File: src/rtl/bus_decode_pkg.sv
// Shared types and constants for the table-driven bus region decoder.
//   bus_state_e : bus-cycle FSM states
//   region_t    : one region table entry (enable, inclusive start/end, wait states)
//   PCB_*       : profile indices used by the loader when selecting a region table
//   region_hit  : single-entry match test used by the priority encoder
package bus_decode_pkg;

  // Region records are stored at a fixed maximum width so one record type serves
  // both the 24-bit 68000 instance and the 16-bit Z80 instance. Narrower instances
  // zero-extend on write, so the unused upper bits stay constant zero.
  localparam int RGN_ADDR_MAX = 32;
  localparam int RGN_WAIT_MAX = 8;

  typedef enum logic [2:0] {
    ST_IDLE     = 3'd0,
    ST_DECODE   = 3'd1,
    ST_WAIT     = 3'd2,
    ST_ACK      = 3'd3,
    ST_BERR_CNT = 3'd4,
    ST_BERR     = 3'd5
  } bus_state_e;

  typedef struct packed {
    logic                    en;
    logic [RGN_ADDR_MAX-1:0] rgn_start;
    logic [RGN_ADDR_MAX-1:0] rgn_end;
    logic [RGN_WAIT_MAX-1:0] rgn_wait;
  } region_t;

  localparam region_t REGION_CLEAR = '0;

  localparam int PCB_TERRA_CRESTA = 0;
  localparam int PCB_AMAZON       = 1;
  localparam int PCB_HOREKID      = 2;
  localparam int PCB_AMAZONT      = 3;
  localparam int PCB_HOREKIDB2    = 4;

  // Unsigned inclusive range test; an entry with start > end can never match.
  function automatic logic region_hit(input region_t r, input logic [RGN_ADDR_MAX-1:0] a);
    return r.en && (a >= r.rgn_start) && (a <= r.rgn_end);
  endfunction

endpackage

File: src/rtl/region_match.sv
// Combinational priority encoder over the region table.
// Ports:
//   i_addr    [ADDR_W]      bus address to classify
//   i_table   [N_REGIONS]   region entries
//   o_hit                   some enabled entry contains i_addr
//   o_hit_idx [IDX_W]       lowest matching index (0 when no hit)
//   o_onehot  [N_REGIONS]   one-hot of o_hit_idx, all zero when no hit
module region_match
  import bus_decode_pkg::*;
#(
  parameter int ADDR_W    = 24,
  parameter int N_REGIONS = 16,
  parameter int IDX_W     = $clog2(N_REGIONS)
) (
  input  logic [ADDR_W-1:0]    i_addr,
  input  region_t              i_table [N_REGIONS],
  output logic                 o_hit,
  output logic [IDX_W-1:0]     o_hit_idx,
  output logic [N_REGIONS-1:0] o_onehot
);

  logic [RGN_ADDR_MAX-1:0] w_addr_ext;

  assign w_addr_ext = RGN_ADDR_MAX'(i_addr);

  // Scan from the highest index down so the lowest matching index is the last
  // assignment and wins; the vector is rebuilt on every hit, keeping it one-hot.
  always_comb begin
    o_hit     = 1'b0;
    o_hit_idx = '0;
    o_onehot  = '0;
    for (int i = N_REGIONS - 1; i >= 0; i--) begin
      if (region_hit(i_table[i], w_addr_ext)) begin
        o_hit       = 1'b1;
        o_hit_idx   = IDX_W'(i);
        o_onehot    = '0;
        o_onehot[i] = 1'b1;
      end
    end
  end

endmodule

File: src/rtl/bus_region_decoder.sv
// Table-driven bus decoder with per-region wait states and bus-error timeout.
// Ports:
//   i_clk, i_reset              core clock, synchronous active-high reset
//   i_cfg_we/idx/en/start/end/wait   region table write port
//   i_addr, i_as_n              bus address and active-low address strobe
//   o_cs [N_REGIONS]            registered one-hot chip selects
//   o_hit, o_hit_idx            a region is selected / which one
//   o_dtack_n, o_berr_n         active-low acknowledge / bus error
//
// state    | meaning
// ---------+-----------------------------------------------------------
// IDLE     | no bus cycle; waiting for the strobe to be sampled low
// DECODE   | table lookup on the live address, result latched on exit
// WAIT     | region wait states counting down
// ACK      | dtack_n asserted until the strobe is released
// BERR_CNT | unmapped access, timing out towards bus error
// BERR     | berr_n asserted until the strobe is released
module bus_region_decoder
  import bus_decode_pkg::*;
#(
  parameter int ADDR_W      = 24,
  parameter int N_REGIONS   = 16,
  parameter int WAIT_W      = 3,
  parameter int BERR_CYCLES = 64,
  parameter int IDX_W       = $clog2(N_REGIONS)
) (
  input  logic                 i_clk,
  input  logic                 i_reset,
  input  logic                 i_cfg_we,
  input  logic [IDX_W-1:0]     i_cfg_idx,
  input  logic                 i_cfg_en,
  input  logic [ADDR_W-1:0]    i_cfg_start,
  input  logic [ADDR_W-1:0]    i_cfg_end,
  input  logic [WAIT_W-1:0]    i_cfg_wait,
  input  logic [ADDR_W-1:0]    i_addr,
  input  logic                 i_as_n,
  output logic [N_REGIONS-1:0] o_cs,
  output logic [IDX_W-1:0]     o_hit_idx,
  output logic                 o_hit,
  output logic                 o_dtack_n,
  output logic                 o_berr_n
);

  localparam int BERR_W = $clog2(BERR_CYCLES + 1);

  region_t                 r_table [N_REGIONS];
  bus_state_e              r_state;
  logic                    r_as_n;
  logic [N_REGIONS-1:0]    r_cs;
  logic                    r_hit;
  logic [IDX_W-1:0]        r_hit_idx;
  logic [RGN_WAIT_MAX-1:0] r_wait_cnt;
  logic [BERR_W-1:0]       r_berr_cnt;

  bus_state_e              w_state_nxt;
  logic [N_REGIONS-1:0]    w_cs_nxt;
  logic                    w_hit_nxt;
  logic [IDX_W-1:0]        w_hit_idx_nxt;
  logic [RGN_WAIT_MAX-1:0] w_wait_cnt_nxt;
  logic [BERR_W-1:0]       w_berr_cnt_nxt;

  logic                    w_match_hit;
  logic [IDX_W-1:0]        w_match_idx;
  logic [N_REGIONS-1:0]    w_match_cs;
  logic [RGN_WAIT_MAX-1:0] w_match_wait;

  // Region table. A write lands on the same edge a DECODE latches, so that
  // decode still sees the previous contents.
  always_ff @(posedge i_clk) begin
    if (i_reset) begin
      for (int i = 0; i < N_REGIONS; i++) begin
        r_table[i] <= REGION_CLEAR;
      end
    end else begin
      for (int i = 0; i < N_REGIONS; i++) begin
        if (i_cfg_we && (i_cfg_idx == IDX_W'(i))) begin
          r_table[i] <= '{en:        i_cfg_en,
                          rgn_start: RGN_ADDR_MAX'(i_cfg_start),
                          rgn_end:   RGN_ADDR_MAX'(i_cfg_end),
                          rgn_wait:  RGN_WAIT_MAX'(i_cfg_wait)};
        end
      end
    end
  end

  region_match #(
    .ADDR_W   (ADDR_W),
    .N_REGIONS(N_REGIONS),
    .IDX_W    (IDX_W)
  ) u_match (
    .i_addr   (i_addr),
    .i_table  (r_table),
    .o_hit    (w_match_hit),
    .o_hit_idx(w_match_idx),
    .o_onehot (w_match_cs)
  );

  assign w_match_wait = r_table[w_match_idx].rgn_wait;

  // The strobe is registered once; the FSM reacts to this sampled copy, which
  // puts the DECODE entry one edge after the strobe is first seen low.
  always_ff @(posedge i_clk) begin
    if (i_reset) begin
      r_as_n     <= 1'b1;
      r_state    <= ST_IDLE;
      r_cs       <= '0;
      r_hit      <= 1'b0;
      r_hit_idx  <= '0;
      r_wait_cnt <= '0;
      r_berr_cnt <= '0;
    end else begin
      r_as_n     <= i_as_n;
      r_state    <= w_state_nxt;
      r_cs       <= w_cs_nxt;
      r_hit      <= w_hit_nxt;
      r_hit_idx  <= w_hit_idx_nxt;
      r_wait_cnt <= w_wait_cnt_nxt;
      r_berr_cnt <= w_berr_cnt_nxt;
    end
  end

  always_comb begin
    w_state_nxt    = r_state;
    w_cs_nxt       = r_cs;
    w_hit_nxt      = r_hit;
    w_hit_idx_nxt  = r_hit_idx;
    w_wait_cnt_nxt = r_wait_cnt;
    w_berr_cnt_nxt = r_berr_cnt;

    if (r_state == ST_IDLE) begin
      if (!r_as_n) begin
        w_state_nxt = ST_DECODE;
      end
    end else if (r_as_n) begin
      // Strobe released (or cycle aborted): drop everything back to idle.
      w_state_nxt    = ST_IDLE;
      w_cs_nxt       = '0;
      w_hit_nxt      = 1'b0;
      w_hit_idx_nxt  = '0;
      w_wait_cnt_nxt = '0;
      w_berr_cnt_nxt = '0;
    end else begin
      unique case (r_state)
        ST_DECODE: begin
          w_cs_nxt      = w_match_cs;
          w_hit_nxt     = w_match_hit;
          w_hit_idx_nxt = w_match_idx;
          if (w_match_hit) begin
            // Counter is preloaded one short so ACK lands exactly 'wait' edges
            // after the decode edge; zero wait acknowledges alongside cs.
            if (w_match_wait == '0) begin
              w_state_nxt = ST_ACK;
            end else begin
              w_state_nxt    = ST_WAIT;
              w_wait_cnt_nxt = w_match_wait - 1'b1;
            end
          end else begin
            w_state_nxt    = ST_BERR_CNT;
            w_berr_cnt_nxt = BERR_W'(BERR_CYCLES - 1);
          end
        end
        ST_WAIT: begin
          if (r_wait_cnt == '0) begin
            w_state_nxt = ST_ACK;
          end else begin
            w_wait_cnt_nxt = r_wait_cnt - 1'b1;
          end
        end
        ST_BERR_CNT: begin
          if (r_berr_cnt == '0) begin
            w_state_nxt = ST_BERR;
          end else begin
            w_berr_cnt_nxt = r_berr_cnt - 1'b1;
          end
        end
        ST_ACK, ST_BERR: begin
          w_state_nxt = r_state;
        end
        default: begin
          w_state_nxt = ST_IDLE;
        end
      endcase
    end
  end

  assign o_cs      = r_cs;
  assign o_hit     = r_hit;
  assign o_hit_idx = r_hit_idx;
  assign o_dtack_n = (r_state != ST_ACK);
  assign o_berr_n  = (r_state != ST_BERR);

endmodule

File: config.mk
export PLATFORM = sky130hd
export DESIGN_NAME = bus_region_decoder
export DESIGN_NICKNAME = d
export VERILOG_FILES = /design/src/rtl/bus_decode_pkg.sv /design/src/rtl/region_match.sv /design/src/rtl/bus_region_decoder.sv
export SDC_FILE = /design/constraint.sdc
export NUM_CORES = 2
export LEC_CHECK = 0
export ABC_AREA = 1
export BUFFER_PORTS_ARGS = -buffer_cell sky130_fd_sc_hd__buf_4
export CAP_MARGIN = 30
export CORE_UTILIZATION = 55
export DETAILED_ROUTE_END_ITERATION = 12
export PLACE_DENSITY = 0.71
export SKIP_CTS_REPAIR_TIMING = 1
export SYNTH_ARGS = -nofsm -noshare
export SYNTH_HDL_FRONTEND = slang
export SYNTH_SLANG_ARGS = --single-unit
export TNS_END_PERCENT = 30
File: constraint.sdc
create_clock -name i_clk -period 7.05 [get_ports i_clk]
set_input_delay 0.705 -clock i_clk [delete_from_list [all_inputs] [get_ports i_clk]]
set_output_delay 0.705 -clock i_clk [all_outputs]
set_load 0.05 [all_outputs]
; Word level (Yosys, flattened, before mapping)
; Cells that the tools add are included.
[op_classes]
addsub = 3
n_mul = 0
div_mod_pow = 0
n_lt_le_gt_ge = 33
n_eq_ne = 31
shift = 0
mux = 74
bitwise_logic = 2
reduce_logical = 61
[ops]
columns = cell, count
row1 = $ge A24 B24 Y1, 16
row2 = $le A24 B24 Y1, 16
row3 = $bmux W73 S4, 1
row4 = $mux W16, 18
row5 = $mux W4, 18
row6 = $logic_and A1 B1 Y1, 48
row7 = $mux W8, 6
row8 = $eq A4 B4 Y1 const B, 8
row9 = $mux W7, 3
row10 = $ne A3 B3 Y1 const B, 7
row11 = $mux W1, 19
row12 = $mux W3, 6
row13 = $eq A4 B3 Y1 const B, 4
row14 = $logic_not A8 Y1, 2
row15 = $pmux W8 S2, 1
row16 = $sub A8 B1 Y8 const B, 2
row17 = $pmux W7 S2, 1
row18 = $pmux W3 S4, 1
row19 = $eq A4 B2 Y1 const B, 2
row20 = $ne A4 B4 Y1 const B, 2
row21 = $reduce_and A4 Y1, 2
row22 = $logic_not A7 Y1, 1
row23 = $sub A7 B1 Y7 const B, 1
row24 = $eq A3 B2 Y1 const B, 2
row25 = 15 further kinds, 17
[word_totals]
reg_bits = 872
latch_bits = 0
ram_bits = 0
rom_bits = 0
inputBits = 84
word_cells = 275
memories = 0

; Logic depth before layout (Yosys ltp)
[depth]
ltp_word = 29
depth_mapped = 40

; Cells and area by module
; Synthesis repeated with hierarchy kept, for this count alone.
[hier_totals]
hier_cells = 7532
hier_area_um2 = 52630.5
[by_module_without_submodules]
columns = mod, n_inst, cells_per_inst, area_per_inst_um2, seq_area_each_um2
row1 = bus_region_decoder, 1, 4076, 31047.3, 17456.7
row2 = region_match, 1, 3456, 21583.2, 0.0

; Least setup slack after synthesis
; No wires, ideal clock.
[synth_timing]
path_type = input to register
start = input i_addr[0]
end = register r_wait_cnt[4]
setup_time_ps = 70
t_arrival_ps = 4084
required_ps = 6980
setup_slack_ps = 2896
stages = 35
path_buffers = 2
cell_sequence = inv_1 > ha_1 > nand3_1 > nand3_1 > nor2_1 > nor2_1 > nor2_1 > nor2_2 > nand2_2 > nand2_2 > nand2_1 > nand2_1 > nand2_1 > nand2_1 > nand2_1 > nand2_1 > nand2_1 > nand2_1 > nand2_1 > nand2_1 > nand2_1 > nand2_2 > buf_6 > buf_8 > nand3b_1 > nand3_1 > nand3_1 > nand3_1 > nand3_1 > nand2_1 > ha_1 > nand3_1 > xnor2_1 > nand2_1 > a21oi_1
[synth_via]
elab_chain_cells = 28
elab_cells_between_ends = 109
cone_classes = add/sub: 1 / order compare: 32 / eq/ne: 2 / mux: 39 / bitwise: 1 / reduce/logical: 34
[synth_rtl]
columns = element, line_no
row1 = "start, declared", bus_region_decoder.sv:35  ; input logic [ADDR_W-1:0] i_addr,
row2 = $ge A24 B24 Y1, bus_decode_pkg.sv:40  ; return r.en && (a >= r.rgn_start) && (a <= r.rgn_end);
row3 = $logic_and A1 B1 Y1 (2 in a row), bus_decode_pkg.sv:40
row4 = $mux W4 (16 in a row), region_match.sv:33  ; if (region_hit(i_table[i], w_addr_ext)) begin
row5 = $not A4 Y5 (implied by the code), bus_region_decoder.sv:98  ; assign w_match_wait = r_table[w_match_idx].rgn_wait;
row6 = $bmux W73 S4, bus_region_decoder.sv:98
row7 = $mux W8 (implied by the code) (2 in a row), bus_region_decoder.sv:98
row8 = $sub A8 B1 Y8, bus_region_decoder.sv:155  ; w_wait_cnt_nxt = w_match_wait - 1'b1;
row9 = $mux W8, bus_region_decoder.sv:151  ; if (w_match_wait == '0) begin
row10 = $mux W8, bus_region_decoder.sv:148  ; if (w_match_hit) begin
row11 = $pmux W8 S2, bus_region_decoder.sv:143  ; unique case (r_state)
row12 = $mux W8, bus_region_decoder.sv:134  ; end else if (r_as_n) begin
row13 = "end signal, assigned", bus_region_decoder.sv:117  ; r_wait_cnt <= w_wait_cnt_nxt;
row14 = "end, declared", bus_region_decoder.sv:52  ; logic [RGN_WAIT_MAX-1:0] r_wait_cnt;
; Several ways; a longest one is shown, not always the timed one. The select of a mux whose other input is x is not followed.
; A chain may end at the register's enable or synchronous reset.

; Final worst setup path
[layout_timing]
start = input i_addr[16]
end = register r_wait_cnt[6]
; The elaborated chain is that of the path after synthesis.

==> results.tsv <==
stage	metric	value	unit
setup_path	CP arrival	5890	ps
die	die width	301	µm
job	Max Cap Viol	0	
sta	WHS	233	ps
synth	Post-Synth XOR/XNOR Area	0.0357	%
synth	synth unique cells	54	
cts	TritonCTS clock tree	done	
synth	ys async rst share	0	%
pwr	Pleak	21.6	nW
sta	Setup Skew	33.1	ps
synth	cell area after synthesis	49000	µm²
layout	layout cells sized above 1	5.75	%
layout	Core Util, Final	61.1	%
detailed_routing	number of DRC markers in iteration 0	4389	
synth	FF+latch count, synth	872	
synth	compound-cell area share of the yosys netlist	23.2	%
synth	Yosys warning count	0	
placement	post-DP HPWL	106000	µm
global_routing	gr usage total	34.1	%
synth	Seq/Total Area, Yosys	35.6	%
setup_path	Setup crit start kind	input pin	
synth	Mapped Avg Cell Area	7.60	µm²
synth	post-synth top area share	35.6	%
die	Initial Util	55.5	%
die	IO Pins	107	
synth	combinational family with the most area after synthesis	compound AO/OA/AOI/OAI gates	
sta	Fin. Hold Viols	0	
synth	top post-synthesis cells by area	dfxtp_1 36%, ha_1 20%, a21oi_1 12%, o21ai_0 9.5%, inv_1 7.5%	
sta	fmax	0.186	GHz
setup_path	Worst setup EP type	register	
global_routing	largest net degree at the start of global routing	252	
sta	Tcrit/Tclk final	76.2	%
sta	minimum clock period	5370	ps
layout	Layout Nets	7247	
synth	Simple-Gate Fraction of Synth Area	11.2	%
sta	Worst-Margin Slew	1060	ps
synth	mux contribution to synthesized area	0	%
pwr	maximum VDD drop	0.203	mV
setup_path	R2R setup slack	1960	ps
cts	TritonCTS Sinks	872	
detailed_routing	Avg Vias per Cell	5.78	
global_routing	first-pass GRT wire length	236000	µm
sta	setup TNS	0	ps
die	die area	90300	µm²
setup_path	CP required	7570	ps
detailed_routing	TritonRoute pass-1 iters	6	
global_routing	gr ovfl total	0	
setup_path	crit-path max FO	15	
cts	Worst-path clk slew	60	ps
detailed_routing	Vias	44176	
status	status	completed	
sta	RSZ-0062 raised after global routing	no	
layout	most common cell after layout, fill and taps aside	a21oi_1	
sta	endpoints failing setup	0	
detailed_routing	Antenna Nets Post-Route	0	
pwr	Power Dens Cells	220	nW/µm²
detailed_routing	wire per inst	20.7	µm
global_routing	vias in the first global route	39575	
cts	CTS H-tree depth	3	
worst_hold_path	Hold WC Path Type	input pin to register	
cts	Clock Tree Root	clkbuf_16	
die	# rows	109	
cts	Num CTS Buffers	96	
layout	most frequent cells in the layout	1139 x a21oi_1, 972 x inv_1, 933 x o21ai_0, 872 x dfxtp_1, 771 x ha_1	
cts	clk_lat worst skew	670	ps
placement	GPL Wtd Cong	0.924	
die	Die H	301	µm
detailed_routing	drt total wl	158000	µm
synth	Yosys top cell by area	dfxtp_1	
sta	Slew Limit Headroom	29.1	%
global_routing	antenna violations before repair	12	
cts	Max Buffers Root-to-Sink	3	
synth	Post-Synth Adder-Cell Area	19.7	%
sta	max-slew violations	0	
sta	fin worst setup slack	1680	ps
layout	area delta synth->final	10.1	%
placement	Place WS	939	ps
synth	Post-Syn Instances	6449	
setup_path	Setup Crit Path Kind	input pin to register	
synth	Main synth FF type	dfxtp_1	
detailed_routing	drc violations	0	
synth	Syn Nets	7304	
placement	Port-buffer cells	106	
synth	EDFF count, synth	0	
die	Core Footprint	88400	µm²
layer usage:
layer  routed length (µm)  global-route usage (%)  up-vias
li1                     -                       -    21687
met1                70600                    48.0    20586
met2                68200                    53.5     1650
met3                14400                    5.36      249
met4                 4660                    10.4        4
met5                   26                       0        -
cell families (layout without fill, tap and decap cells):
kind of cell | count (synthesis) | after routing
AOI/OAI and AO/OA | 2202 | 2202
adders and majority gates | 771 | 771
buffers and inverters | 1323 | 1343
DFF | 872 | 872
and+or+nand+nor | 1279 | 1279
xor gates and xnor gates | 2 | 2
other | 0 | 4
state kept, by name, summed over array words and instances (netlist names):
name        flops
o_cs           16
o_hit           1
o_hit_idx       4
r_as_n          1
r_berr_cnt      7
r_state         3
r_table       832
r_wait_cnt      8
worst max-delay path, cell delays in order:
cell and delay [ps]:
buf_4 360, buf_4 330, buf_4 260, ha_1 160
nand4_1 100, nor4_1 570, o21ai_0 330, nand3_1 140
nand2_1 110, nand3_2 110, nand2_1 110, a31oi_1 220
nor2_1 80, o21ai_1 130, nand2_1 70, nand2_1 440
inv_1 370, nand3_1 180, nand3_1 80, nand3_1 120
nand3_1 80, nand2_1 150, ha_1 230, nand3_1 140
inv_1 70, nand3_1 60, nand3_1 80, a21oi_1 60
through the flow:
step / cell area, µm² / cells / power (mW)
after floorplan: 49000 / 6449 / 6.12
after global placement: 50500 / 7450 / 6.65
final: 54000 / 7638 / 11.9
after detailed placement: 50600 / 7454 / 6.70
after global routing: 54000 / 7634 / 12.3
after CTS: 53900 / 7629 / 11.9
worst paths after layout:
kind                        end    startpoint  cells after the start
hold / removal           r_as_n        i_as_n                      2
setup / recovery  r_wait_cnt[6]    i_addr[16]                     28
setup reg to reg  r_wait_cnt[6]  r_table[177]                     36
hold reg to reg    r_table[341]  r_table[341]                      2
Yosys cell counts, types with 2 or more instances:
cell          n
a21oi_1    1139
inv_1       981
o21ai_0     933
dfxtp_1     872
ha_1        771
nand2_1     594
clkbuf_1    322
nor2_1      316
nand3_1     177
nand4_1      83
nor3_1       50
a211oi_1     22
o21a_1       19
nand3b_1     17
o221ai_1     17
o211ai_1     15
a31oi_1      12
inv_2        10
nor4_1        8
o2111ai_1     8
a21o_1        7
buf_2         6
or2_2         6
a2111oi_0     5
nand2_2       5
nor2_2        5
o21bai_1      5
a221oi_1      4
and3_1        4
nand3_2       4
a22oi_1       2
a2bb2oi_1     2
buf_6         2
nand2_4       2
o221a_2       2
o22ai_1       2
o311ai_0      2
xnor2_1       2
final cells by class:
type                            instances  area [µm²]
Fill cell                            7976       34400
Multi-Input combinational cell       4254       26600
Sequential cell                       872       17500
Inverter                              992        3730
Clock buffer                          145        2850
Timing Repair Buffer                  176        1470
Tap cell                             1165        1460
Clock inverter                         30         415
Antenna cell                            4        10.0
where the power goes:
group,internal [mW],switching [mW]
Clock,3.12,2.13
Combinational,0.511,1.06
Sequential,5.04,0.0309
Total,8.66,3.22
No activity file was read; power rests on OpenSTA's default activity.
